===== src/rtl/synth_pkg.sv =====
// Shared widths, gate FSM state encoding and MIDI constants for the note/gate path.
package synth_pkg;
  localparam int NOTE_W = 7;
  localparam int VEL_W  = 7;
  localparam int CNT_W  = 5;

  // A note-on carrying this velocity is a note-off in MIDI running-status practice.
  localparam logic [VEL_W-1:0] VEL_OFF = '0;

  typedef enum logic [1:0] {
    ST_IDLE = 2'd0,
    ST_ON   = 2'd1,
    ST_GAP  = 2'd2
  } gate_state_e;
endpackage


===== src/rtl/note_stack.sv =====
// Last-note-priority stack: index 0 is the sounding note; removals compact toward 0.
module note_stack
  import synth_pkg::*;
#(
  parameter int DEPTH = 8
) (
  input  logic              clock,
  input  logic              reset_n,
  input  logic              push_i,
  input  logic              remove_i,
  input  logic [NOTE_W-1:0] note_i,
  input  logic [VEL_W-1:0]  vel_i,
  output logic              match_o,
  output logic [NOTE_W-1:0] nxt_note_o,
  output logic [VEL_W-1:0]  nxt_vel_o,
  output logic [CNT_W-1:0]  nxt_held_o,
  output logic [CNT_W-1:0]  held_o
);
  logic [NOTE_W-1:0] note_q [DEPTH];
  logic [VEL_W-1:0]  vel_q  [DEPTH];
  logic [CNT_W-1:0]  cnt_q;
  logic [NOTE_W-1:0] note_d [DEPTH];
  logic [VEL_W-1:0]  vel_d  [DEPTH];
  logic [CNT_W-1:0]  cnt_d;
  logic [NOTE_W-1:0] rn [DEPTH];
  logic [VEL_W-1:0]  rv [DEPTH];
  logic [CNT_W-1:0]  rcnt;
  logic [CNT_W-1:0]  midx;
  logic              found;

  always_comb begin
    found = 1'b0;
    midx  = '0;
    for (int i = 0; i < DEPTH; i++) begin
      if (!found && (i < int'(cnt_q)) && (note_q[i] == note_i)) begin
        found = 1'b1;
        midx  = CNT_W'(i);
      end
    end
    // Copy of the stack with the matching entry removed and the rest compacted.
    for (int i = 0; i < DEPTH - 1; i++) begin
      if (found && (i >= int'(midx))) begin
        rn[i] = note_q[i+1];
        rv[i] = vel_q[i+1];
      end else begin
        rn[i] = note_q[i];
        rv[i] = vel_q[i];
      end
    end
    rn[DEPTH-1] = note_q[DEPTH-1];
    rv[DEPTH-1] = vel_q[DEPTH-1];
    rcnt = cnt_q - CNT_W'(found);

    note_d = note_q;
    vel_d  = vel_q;
    cnt_d  = cnt_q;
    if (push_i) begin
      note_d[0] = note_i;
      vel_d[0]  = vel_i;
      for (int i = 1; i < DEPTH; i++) begin
        note_d[i] = rn[i-1];
        vel_d[i]  = rv[i-1];
      end
      // A full stack with no match simply loses its bottom entry in the shift.
      cnt_d = (rcnt == CNT_W'(DEPTH)) ? rcnt : rcnt + 1'b1;
    end else if (remove_i && found) begin
      note_d = rn;
      vel_d  = rv;
      cnt_d  = rcnt;
    end
  end

  always_ff @(posedge clock) begin
    if (!reset_n) begin
      for (int i = 0; i < DEPTH; i++) begin
        note_q[i] <= '0;
        vel_q[i]  <= '0;
      end
      cnt_q <= '0;
    end else begin
      note_q <= note_d;
      vel_q  <= vel_d;
      cnt_q  <= cnt_d;
    end
  end

  assign match_o    = found;
  assign nxt_note_o = note_d[0];
  assign nxt_vel_o  = vel_d[0];
  assign nxt_held_o = cnt_d;
  assign held_o     = cnt_q;
endmodule


===== src/rtl/note_gate_mgr.sv =====
// Monophonic gate manager: turns MIDI note events into GATE/GATEchgd/NOTE/VEL for the ADSR.
module note_gate_mgr
  import synth_pkg::*;
#(
  parameter int DEPTH      = 8,
  parameter int GAP_CYCLES = 2,
  parameter bit LEGATO     = 1'b0
) (
  input  logic              clock,
  input  logic              reset_n,
  input  logic              ev_valid,
  input  logic              ev_on,
  input  logic [NOTE_W-1:0] ev_note,
  input  logic [VEL_W-1:0]  ev_vel,
  output logic              GATE,
  output logic              GATEchgd,
  output logic [NOTE_W-1:0] NOTE,
  output logic [VEL_W-1:0]  VEL,
  output logic [CNT_W-1:0]  held,
  output gate_state_e       dbg_state
);
  localparam logic [7:0] GAP_LOAD = 8'(GAP_CYCLES - 1);

  gate_state_e       state_q, state_d;
  logic              gate_q, gate_d, chgd_q, chgd_d;
  logic [7:0]        gap_q, gap_d;
  logic [NOTE_W-1:0] note_q, note_d, nxt_note;
  logic [VEL_W-1:0]  vel_q, vel_d, nxt_vel;
  logic [CNT_W-1:0]  nxt_held, held_cur;
  logic              s_match, on_eff, changed, top_chg, emptied;

  assign on_eff = ev_on && (ev_vel != VEL_OFF);

  note_stack #(.DEPTH(DEPTH)) u_stack (
    .clock      (clock),
    .reset_n    (reset_n),
    .push_i     (ev_valid && on_eff),
    .remove_i   (ev_valid && !on_eff),
    .note_i     (ev_note),
    .vel_i      (ev_vel),
    .match_o    (s_match),
    .nxt_note_o (nxt_note),
    .nxt_vel_o  (nxt_vel),
    .nxt_held_o (nxt_held),
    .held_o     (held_cur)
  );

  // While held>0 note_q mirrors the stack top, so a matching off of note_q pops the top.
  assign changed = ev_valid && (on_eff || s_match);
  assign top_chg = ev_valid && (on_eff || (s_match && (ev_note == note_q) && (nxt_held != '0)));
  assign emptied = changed && (nxt_held == '0);

  always_comb begin
    state_d = state_q;
    gate_d  = gate_q;
    chgd_d  = 1'b0;
    gap_d   = gap_q;
    note_d  = (nxt_held != '0) ? nxt_note : note_q;
    vel_d   = (nxt_held != '0) ? nxt_vel : vel_q;
    case (state_q)
      ST_IDLE: begin
        if (ev_valid && on_eff) begin
          gate_d  = 1'b1;
          chgd_d  = 1'b1;
          state_d = ST_ON;
        end
      end
      ST_ON: begin
        if (emptied) begin
          gate_d  = 1'b0;
          state_d = ST_IDLE;
        end else if (top_chg && !LEGATO) begin
          gate_d  = 1'b0;
          gap_d   = GAP_LOAD;
          state_d = ST_GAP;
        end
      end
      ST_GAP: begin
        if (emptied) begin
          gap_d   = '0;
          state_d = ST_IDLE;
        end else if (changed) begin
          gap_d = GAP_LOAD;
        end else if (gap_q == '0) begin
          gate_d  = 1'b1;
          chgd_d  = 1'b1;
          state_d = ST_ON;
        end else begin
          gap_d = gap_q - 1'b1;
        end
      end
      default: state_d = ST_IDLE;
    endcase
  end

  always_ff @(posedge clock) begin
    if (!reset_n) begin
      state_q <= ST_IDLE;
      gate_q  <= 1'b0;
      chgd_q  <= 1'b0;
      gap_q   <= '0;
      note_q  <= '0;
      vel_q   <= '0;
    end else begin
      state_q <= state_d;
      gate_q  <= gate_d;
      chgd_q  <= chgd_d;
      gap_q   <= gap_d;
      note_q  <= note_d;
      vel_q   <= vel_d;
    end
  end

  assign GATE      = gate_q;
  assign GATEchgd  = chgd_q;
  assign NOTE      = note_q;
  assign VEL       = vel_q;
  assign held      = held_cur;
  assign dbg_state = state_q;
endmodule


===== config.mk =====
export PLATFORM = sky130hd
export DESIGN_NAME = note_gate_mgr
export DESIGN_NICKNAME = d
export VERILOG_FILES = /design/src/rtl/synth_pkg.sv /design/src/rtl/note_stack.sv /design/src/rtl/note_gate_mgr.sv
export SDC_FILE = /design/constraint.sdc
export NUM_CORES = 1
export LEC_CHECK = 0
export ABC_AREA = 1
export CAP_MARGIN = 20
export CELL_PAD_IN_SITES_DETAIL_PLACEMENT = 1
export CELL_PAD_IN_SITES_GLOBAL_PLACEMENT = 2
export CORE_ASPECT_RATIO = 0.9
export CORE_UTILIZATION = 33
export CTS_CLUSTER_DIAMETER = 50
export DETAILED_ROUTE_END_ITERATION = 8
export PLACE_DENSITY = 0.82
export SLEW_MARGIN = 0
export SYNTH_ARGS = -nofsm -noshare
export SYNTH_HDL_FRONTEND = slang
export SYNTH_HIERARCHICAL = 1
export SYNTH_SLANG_ARGS = --single-unit

===== constraint.sdc =====
create_clock -name clock -period 6.3 [get_ports clock]
set_input_delay 1.26 -clock clock [delete_from_list [all_inputs] [get_ports clock]]
set_output_delay 1.26 -clock clock [all_outputs]
set_load 0.02 [all_outputs]

; ---- Word-level counts from Yosys, hierarchy flattened
; Index checks and enable logic that the tools add are counted.
[classes]
n_addsub = 3
n_lt_le_gt_ge = 15
n_eq_ne = 22
muxes = 61
n_reduce_logical = 52
[ops]
columns = cell, count
row1 = 2-to-1 mux 56 bit, 4
row2 = 2-to-1 mux 7 bit, 14
row3 = equality test 7 bit, 9
row4 = 2-to-1 mux 8 bit, 5
row5 = logical AND 1 bit, 31
row6 = "less-than comparator 3 x 5 -> 1 bit, first input constant", 4
row7 = 2-to-1 mux 1 bit, 19
row8 = 2-to-1 mux 2 bit, 8
row9 = one-hot mux 8 bit (2 select lines), 1
row10 = 2-to-1 mux 5 bit, 3
row11 = 2-to-1 mux 3 bit, 4
row12 = "less-than comparator 1 x 5 -> 1 bit, first input constant", 2
row13 = "less-than comparator 2 x 5 -> 1 bit, first input constant", 2
row14 = "inequality test 2 bit, second input constant", 5
row15 = "greater-or-equal comparator 3 bit, first input constant", 3
row16 = "inequality test 3 bit, second input constant", 3
row17 = zero test 1 bit, 8
row18 = zero test 8 bit, 1
row19 = AND reduction 4 bit, 2
row20 = "subtractor 8 x 1 -> 8 bit, second input constant", 1
row21 = nonzero test 7 bit, 1
row22 = "greater-or-equal comparator 1 x 3 -> 1 bit, first input constant", 2
row23 = "greater-or-equal comparator 2 x 3 -> 1 bit, first input constant", 2
row24 = one-hot mux 2 bit (3 select lines), 1
row25 = 16 further kinds, 18
[totals]
ff_bits = 143
input_bits = 18
wordCells = 176

; ---- Longest topological paths before layout
; Gate-level depths: netlist of run 1.
[logic_depth]
ltp_word = 42
ltp_mapped = 32
depth_no_buf = 29

; ---- By module
; The synthesis of run 1 kept the hierarchy.
[by_module_without_submodules]
columns = mod, n_inst, cells_each, area_each_um2
row1 = note_stack, 1, 1362, 8109.0
row2 = note_gate_mgr, 1, 221, 1441.4

; ---- Least setup slack after synthesis of run 1
; Ideal clock, no wire load.
[synth_path]
kind = input port to flip-flop
startpoint = input ev_note[1]
endpoint = register gap_q[3]
t_arrival_ns = 4.709
required_time_ns = 6.187
setup_slack_ns = 1.478
path_stages = 30
path_buffers = 3
cell_sequence = buf_4 inv_2 nand2_1 nand2_1 nand3_1 nor2_1 nand2_1 nand2_2 nor2_8 nand4_4 inv_1 buf_2 nand2_1 ha_1 ha_1 or2_2 nand2_1 nand4_1 xor2_1 nand2_1 nand3_1 nor2_1 nand3_2 inv_2 nand3_1 nand3_2 nand2_4 buf_8 nor2_1 nor2_1
[synth_between]
elab_chain_len = 41
word_cells_on_any_way = 62
cone_classes = 2 x add/sub / 13 x eq/ne / 14 x mux / 33 x reduce/logical
[synth_rtl]
columns = element, line
row1 = from (decl), note_gate_mgr.sv:13  ; input logic [NOTE_W-1:0] ev_note,
row2 = equality test 7 bit, note_stack.sv:35  ; if (!found && (i < int'(cnt_q)) && (note_q[i] == note_i)) begin
row3 = logical AND 1 bit, note_stack.sv:35
row4 = 2-to-1 mux 1 bit, note_stack.sv:35
row5 = zero test 1 bit, note_stack.sv:35
row6 = logical AND 1 bit (2 in a row), note_stack.sv:35
row7 = 2-to-1 mux 1 bit, note_stack.sv:35
row8 = zero test 1 bit, note_stack.sv:35
row9 = logical AND 1 bit (2 in a row), note_stack.sv:35
row10 = [... 21 more ...], --
row11 = via s_match, note_gate_mgr.sv:30  ; logic s_match, on_eff, changed, top_chg, emptied;
row12 = [... 3 more ...], --
row13 = 2-to-1 mux 5 bit (*), note_stack.sv:57  ; if (push_i) begin
row14 = via nxt_held[0], note_gate_mgr.sv:29  ; logic [CNT_W-1:0] nxt_held, held_cur;
row15 = nonzero test 5 bit, note_gate_mgr.sv:50  ; assign top_chg = ev_valid && (on_eff || (s_match && (ev_note == note_q) && (nxt_held != '0)));
row16 = logical AND 1 bit, note_gate_mgr.sv:50
row17 = logical OR 1 bit, note_gate_mgr.sv:50
row18 = logical AND 1 bit, note_gate_mgr.sv:50
row19 = inequality test 2 bit (no line), --
row20 = AND reduction 4 bit (no line), --
row21 = to (signal assigned), note_gate_mgr.sv:108  ; gap_q <= gap_d;
row22 = to (decl), note_gate_mgr.sv:26  ; logic [7:0] gap_q, gap_d;
; Mark *: on every way through the listed nets, which the timed path passes. The rest lies on a longest branch.
; A chain may end at the register's enable or synchronous reset.

; ---- Worst setup path after layout of run 1
[layout_path]
startpoint = input ev_note[2]
endpoint = register gap_q[5]
; The elaborated chain is that of the path after synthesis.

==> flow_summary.yaml, run 1 <==
route:
  vias: 9799
  drt_pass1_iterations: 5
  routed_wirelength_um: 31100
  drt_iter0_drc: 565
  ant_nets: 0
  drt-wirelength-per-cell_um: 16.2
  avgViaCountPerCell: 5.10
  drc: 0
job:
  cap_viol_max_count: 0
setup_path:
  crit_top_cell: "nand2_1"
  critPathMaxFanout: 13
  cp-start-kind: "input port"
  reg2reg_setup_slack_ns: 2.12
  critical_path_class: "input port to register"
  cp.required_ns: 6.68
  cp_data_arrival_time_ns: 5.76
  cp_slowest_cell: "clkdlybuf4s50_1"
  endpoint_kind: "register"
  slowest_delay_ns: 0.85
  cpLargestDelayFamily: "simple AND/OR/NAND/NOR gates"
  r2r-start: "u_stack/held_o[3]$_SDFF_PN0_"
  rr_worst_depth: 27
  r2r_end: "gap_q[5]$_SDFFE_PN0P_"
  crit_buf_inv: 4
floorplan:
  fp-row-count: 58
  die-height_um: 163
  die-area_um2: 29600
  start_util_pct: 33.8
  die_w_um: 181
  core-area_um2: 28200
  io_pins: 41
layout:
  areaGrowthSynthToFinish_pct: 10.1
  final_nets: 1570
  fill_cells: 3724
  final_common_cell: "nand2_1"
  final_cell_area_um2: 10500
  finalNonFillerCells: 1920
  layout_common_cells: "nand2_1 (491), nand3_1 (332), inv_1 (194)"
  layout-drive-gt1-share_pct: 5.77
  diodes: 0
  fin_util_pct: 37.3
pwr:
  power_density_nw_per_um2: 213
  power_mw: 2.24
  vdd_drop_max_v: 0.000193
  p_leak_nw: 5.18
place:
  dp_cells: 1888
  place_area_um2: 9920
  gp_congestion: 0.794
  hpwl_um: 20700
  port_buffers: 40
  post-place-ws_ns: 0.503
global_route:
  grt_pass1_vias: 9908
  grt_usage_pct: 21.8
  antenna_found_initial: 0
  grt_start_max_net_pins: 109
  grt_pass1_wl_um: 51900
  grt_overflow_total: 0
hold_path:
  min_from: "GATE$_SDFFE_PN0P_"
  whs_path_depth: 2
  holdPathEnd: "GATE$_SDFFE_PN0P_"
  hold_path_class: "register to register"
yosys:
  synthesis.nets: 1606
  synth-seq-area-share_pct: 30.0
  yosysWarnings: 6
  synthCells: 1583
  synth-seq-cells: 143
  synth.avg_cell_area_um2: 6.03
  syn_area_um2: 9550
  ys_types: 36
sta:
  skew_ns: 0.0122
  fin_ws_ns: 0.917
  slew_violations: 0
  relSlewSlack_pct: 33.7
  fin_tns_setup_ns: 0
  hold_violations: 0
  timing.final.crit_period_ns: 5.38
  worst_slew_pin_slew_ns: 0.994
  timing.final.crit_share_pct: 85.4
  finalSetupViolCount: 0
  fmax_ghz: 0.186
  holdWs_ns: 0.454
  rsz0062_at_grt: "false"
cts:
  cts_buffers: 17
  root_buffer: "clkbuf_16"
  post_cts_resized: 0
  clk_latency_ns: 0.44
  clock_sinks: 143
  clk_path_buf_depth: 2
  cts_tree: "done"
  cts-htree-levels: 4
  clk_pin_slew_ns: 0.07
  post_cts_buffers: 0
  cts_hold_buf: 0
run_status:
  status: "complete, no violations"
==> cell usage after synthesis <==
library cell | count | share of area [%]
nand2_1 | 491 | 19
nand3_1 | 332 | 17
inv_1 | 196 | 7.7
dfxtp_1 | 143 | 30
nor2_1 | 86 | 3.4
o21ai_0 | 82 | 4.3
clkbuf_1 | 53 | 2.1
xnor2_1 | 23 | 2.1
xor2_1 | 23 | 2.1
buf_4 | 22 | 1.7
a21oi_1 | 19 | 1.0
buf_6 | 14 | 1.7
nand4_1 | 14 | 0.92
buf_1 | 13 | 0.51
buf_2 | 13 | 0.68
o211ai_1 | 11 | 0.86
nand2_2 | 8 | 0.52
inv_2 | 6 | 0.24
nor3_1 | 6 | 0.31
ha_1 | 5 | 0.66
nand3_2 | 4 | 0.42
a21oi_2 | 3 | 0.28
nand2_4 | 2 | 0.24
nor2_2 | 2 | 0.13
a21boi_0 | 1 | 0.079
buf_8 | 1 | 0.16
nand4_4 | 1 | 0.22
nor2_4 | 1 | 0.12
nor2_8 | 1 | 0.21
nor3_2 | 1 | 0.10
o21ai_2 | 1 | 0.092
o21bai_1 | 1 | 0.079
o21bai_4 | 1 | 0.20
o221a_2 | 1 | 0.12
o22ai_1 | 1 | 0.066
or2_2 | 1 | 0.066
==> area by class of cell <==
| class | instances | area [µm²] | area share, % |
|---|---|---|---|
| repair buffers | 61 | 556 | 5.28 |
| clock buffers | 18 | 439 | 4.18 |
| well taps | 360 | 450 | 4.28 |
| multi-input cells | 1122 | 5290 | 50.3 |
| clock inverters | 14 | 155 | 1.48 |
| inverters | 202 | 766 | 7.28 |
| flip-flops and latches | 143 | 2860 | 27.2 |
==> metal layers <==
layer / up-vias / track usage (%) / share of wire, %
li1: 4928 / - / -
met1: 4763 / 29.3 / 51
met2: 84 / 36.9 / 45
met3: 24 / 2.90 / 2.3
met4: 0 / 5.59 / 1.1
met5: - / 0 / 0
==> sequential cells by signal, indices dropped and copies added, names as in the netlist <==
signal / cells
GATE: 1
GATEchgd: 1
NOTE: 7
VEL: 7
dbg_state: 2
gap_q: 8
u_stack/held_o: 5
u_stack/note_q: 56
u_stack/rv: 7
u_stack/vel_q: 49
==> where the power goes <==
part / internal (mW) / switching, mW
Sequential: 0.927 / 0.0183
Clock: 0.599 / 0.452
Combinational: 0.0803 / 0.168
Total: 1.61 / 0.638
==> worst max-delay path by stage <==
stage	depth (start not counted)	end	from
after floorplan	30	gap_q[3]$_SDFFE_PN0P_	ev_note[1]
after global placement	26	gap_q[6]$_SDFFE_PN0P_	ev_note[2]
after detailed placement	26	gap_q[4]$_SDFFE_PN0P_	ev_note[2]
after CTS	26	gap_q[4]$_SDFFE_PN0P_	ev_note[2]
after global routing	26	gap_q[3]$_SDFFE_PN0P_	ev_note[2]
final	26	gap_q[5]$_SDFFE_PN0P_	ev_note[2]
==> worst reg2reg max path: stages, from the launching register on <==
cell     delay, ns
dfxtp_1       0.38
nor2_2        0.28
nand3_1       0.18
nand3_1       0.11
nor2_1        0.04
nand2_1       0.08
nand2_2       0.10
nor2_8        0.13
nand4_4       0.07
inv_1         0.08
nand2_1       0.10
ha_1          0.24
ha_1          0.21
or2_2         0.27
nand2_1       0.13
nand4_1       0.15
xor2_1        0.17
nand2_1       0.06
nand3_1       0.11
nor2_1        0.15
nand3_2       0.23
inv_2         0.12
nand3_1       0.16
nand3_2       0.19
nand2_4       0.14
nand2_1       0.09
nand2_1       0.04
nor2_1        0.08
==> cells by family (layout without fill, tap and decap cells) <==
logic type,count (synthesis),count (layout),synth area share [%]
fa+ha+maj,5,5,0.655
flops,143,143,30.0
xor+xnor,46,46,4.22
buf+inv,318,295,14.8
compound gates,121,121,7.06
simple gates,950,950,43.3
Note: power is estimated with default switching activity, not from simulation.
==> inputs of run 2 (changes only) <==
--- a/config.mk
+++ b/config.mk
@@ -10,10 +10,11 @@
 export CELL_PAD_IN_SITES_DETAIL_PLACEMENT = 1
 export CELL_PAD_IN_SITES_GLOBAL_PLACEMENT = 2
 export CORE_ASPECT_RATIO = 0.9
-export CORE_UTILIZATION = 33
+export CORE_UTILIZATION = 35
 export CTS_CLUSTER_DIAMETER = 50
 export DETAILED_ROUTE_END_ITERATION = 8
-export PLACE_DENSITY = 0.82
+export DONT_BUFFER_PORTS = 1
+export PLACE_DENSITY = 0.83
 export SLEW_MARGIN = 0
 export SYNTH_ARGS = -nofsm -noshare
 export SYNTH_HDL_FRONTEND = slang
==> flow_summary.yaml, run 2 (same netlist as run 1, synthesis figures left out) <==
setup_path:
  r2r_end: "gap_q[5]$_SDFFE_PN0P_"
  path_depth: 26
  endpoint_kind: "register"
  crit_end: "gap_q[5]$_SDFFE_PN0P_"
  startpoint: "u_stack/held_o[4]$_SDFF_PN0_"
  reg2reg_setup_slack_ns: 1.09
  cp-start-kind: "register"
  critical_path_class: "register to register"
  cp_slowest_cell: "dfxtp_1"
  slowest_delay_ns: 0.44
  cp.required_ns: 6.63
  critPathMaxFanout: 21
  rr_worst_depth: 26
  cp_data_arrival_time_ns: 5.54
  crit_buf_inv: 2
  cpLargestDelayFamily: "simple AND/OR/NAND/NOR gates"
  r2r-start: "u_stack/held_o[4]$_SDFF_PN0_"
floorplan:
  fp-row-count: 56
  die-height_um: 159
  start_util_pct: 36.2
  die-area_um2: 28000
  io_pins: 41
  core-area_um2: 26400
  die_w_um: 176
route:
  routed_wirelength_um: 31400
  drt_iter0_drc: 545
  vias: 9716
  ant_nets: 0
  avgViaCountPerCell: 5.23
  drt_pass1_iterations: 5
  drc: 0
  drt-wirelength-per-cell_um: 16.9
sta:
  relSlewSlack_pct: 26.3
  slew_violations: 0
  fin_ws_ns: 1.09
  hold_violations: 0
  fin_tns_setup_ns: 0
  holdWs_ns: 0.484
  worst_slew_pin_slew_ns: 1.11
  rsz0062_at_grt: "false"
  finalSetupViolCount: 0
  timing.final.crit_period_ns: 5.21
  fmax_ghz: 0.192
  skew_ns: 0.0102
  timing.final.crit_share_pct: 82.7
layout:
  largest_register_ffs: 56
  finalNonFillerCells: 1857
  reg_top3: "u_stack/note_q (56), u_stack/vel_q (49), gap_q (8)"
  diodes: 0
  regArea_um2: 2860
  final_common_cell: "nand2_1"
  layout_common_cells: "nand2_1 (491), nand3_1 (332), inv_1 (194)"
  areaGrowthSynthToFinish_pct: 4.86
  multiInputGateArea_um2: 5290
  fill_cells: 3565
  regMostFlops: "u_stack/note_q"
  layout-drive-gt1-share_pct: 5.17
  final_nets: 1520
place:
  port_buffers: 0
  gp_congestion: 0.854
  hpwl_um: 20800
  dp_cells: 1826
  post-place-ws_ns: 0.686
cts:
  cts_tree: "done"
  cts-htree-levels: 4
  cts_buffers: 17
  clk_pin_slew_ns: 0.07
  cts_hold_buf: 0
  root_buffer: "clkbuf_16"
  clock_sinks: 143
  clk_path_buf_depth: 2
  post_cts_resized: 0
  clk_latency_ns: 0.43
  post_cts_buffers: 0
pwr:
  power_density_nw_per_um2: 216
  p_leak_nw: 4.97
  power_mw: 2.16
  vdd_drop_max_v: 0.000175
run_status:
  status: "complete, no violations"
global_route:
  antenna_found_initial: 0
  grt_start_max_net_pins: 118
  grt_pass1_wl_um: 51100
  grt_overflow_total: 0
  grt_pass1_vias: 9623
  grt_usage_pct: 22.9
job:
  cap_viol_max_count: 0
hold_path:
  hold_path_class: "register to register"
-- run 2: cell types whose count changed in the layout (fill, tap and decap cells not counted) --
cell,before,now
buf_4,22,11
clkdlybuf4s50_1,39,0
clkinv_2,1,2
clkinv_4,2,1
clkinvlp_4,5,7
inv_6,5,2
-- run 2: cell type report --
cell class | count | share of cell area (%)
Sequential cell | 143 | 28.6
Multi-Input combinational cell | 1122 | 52.8
Timing Repair Buffer | 11 | 0.825
Clock buffer | 18 | 4.39
Inverter | 202 | 7.65
Tap cell | 348 | 4.35
Clock inverter | 13 | 1.40
-- run 2: how the worst min path moves through the flow --
stage / startpoint / end / slack (ns) / cells after the start
global route: u_stack/rv[0]$_SDFFE_PN0P_ / u_stack/rv[0]$_SDFFE_PN0P_ / 0.51 / 2
global placement: u_stack/rv[4]$_SDFFE_PN0P_ / u_stack/rv[4]$_SDFFE_PN0P_ / 0.46 / 2
finish: u_stack/rv[5]$_SDFFE_PN0P_ / u_stack/rv[5]$_SDFFE_PN0P_ / 0.48 / 2
CTS: u_stack/rv[5]$_SDFFE_PN0P_ / u_stack/rv[5]$_SDFFE_PN0P_ / 0.49 / 2
detailed placement: u_stack/rv[5]$_SDFFE_PN0P_ / u_stack/rv[5]$_SDFFE_PN0P_ / 0.47 / 2
floorplan: u_stack/rv[0]$_SDFFE_PN0P_ / u_stack/rv[0]$_SDFFE_PN0P_ / 0.44 / 2
-- run 2: where the power goes --
group | switching [mW] | internal (mW)
sequential | 0.0328 | 0.927
clock | 0.434 | 0.591
combinational | 0.122 | 0.0535
total | 0.589 | 1.57
-- run 2: routing by layer --
metal | routed length (µm) | up-vias | global-route usage [%] | share of wire, %
met5 | 0 | - | 0 | 0
met1 | 15600 | 4695 | 32.2 | 50
li1 | - | 4823 | - | -
met4 | 482 | 0 | 6.44 | 1.5
met3 | 1200 | 33 | 3.30 | 3.8
met2 | 14100 | 165 | 36.1 | 45
-- run 2: worst reg2reg max path: stages, from the launching register on --
cell and delay (ns):
dfxtp_1 0.44, nor2_2 0.39, nand3_1 0.16, nand3_1 0.10, nor2_1 0.04, nand2_1 0.08
nand2_2 0.23, nor2_8 0.34, nand4_4 0.31, inv_1 0.18, nand2_1 0.11, ha_1 0.24
ha_1 0.22, or2_2 0.27, nand2_1 0.13, nand4_1 0.15, xor2_1 0.17, nand2_1 0.06
nand3_1 0.10, nor2_1 0.12, nand3_2 0.19, inv_2 0.33, nand3_1 0.23, nand3_2 0.19
nand2_4 0.13, nor2_1 0.13, nor2_1 0.06
-- run 2: stage by stage --
stage          util, %  cell area (µm²)
4_1_cts           37.9            10000
3_5_place_dp      35.7             9440
6_report          37.9            10000
3_3_place_gp      35.7             9440
2_1_floorplan        -             9550
5_1_grt           37.9            10000
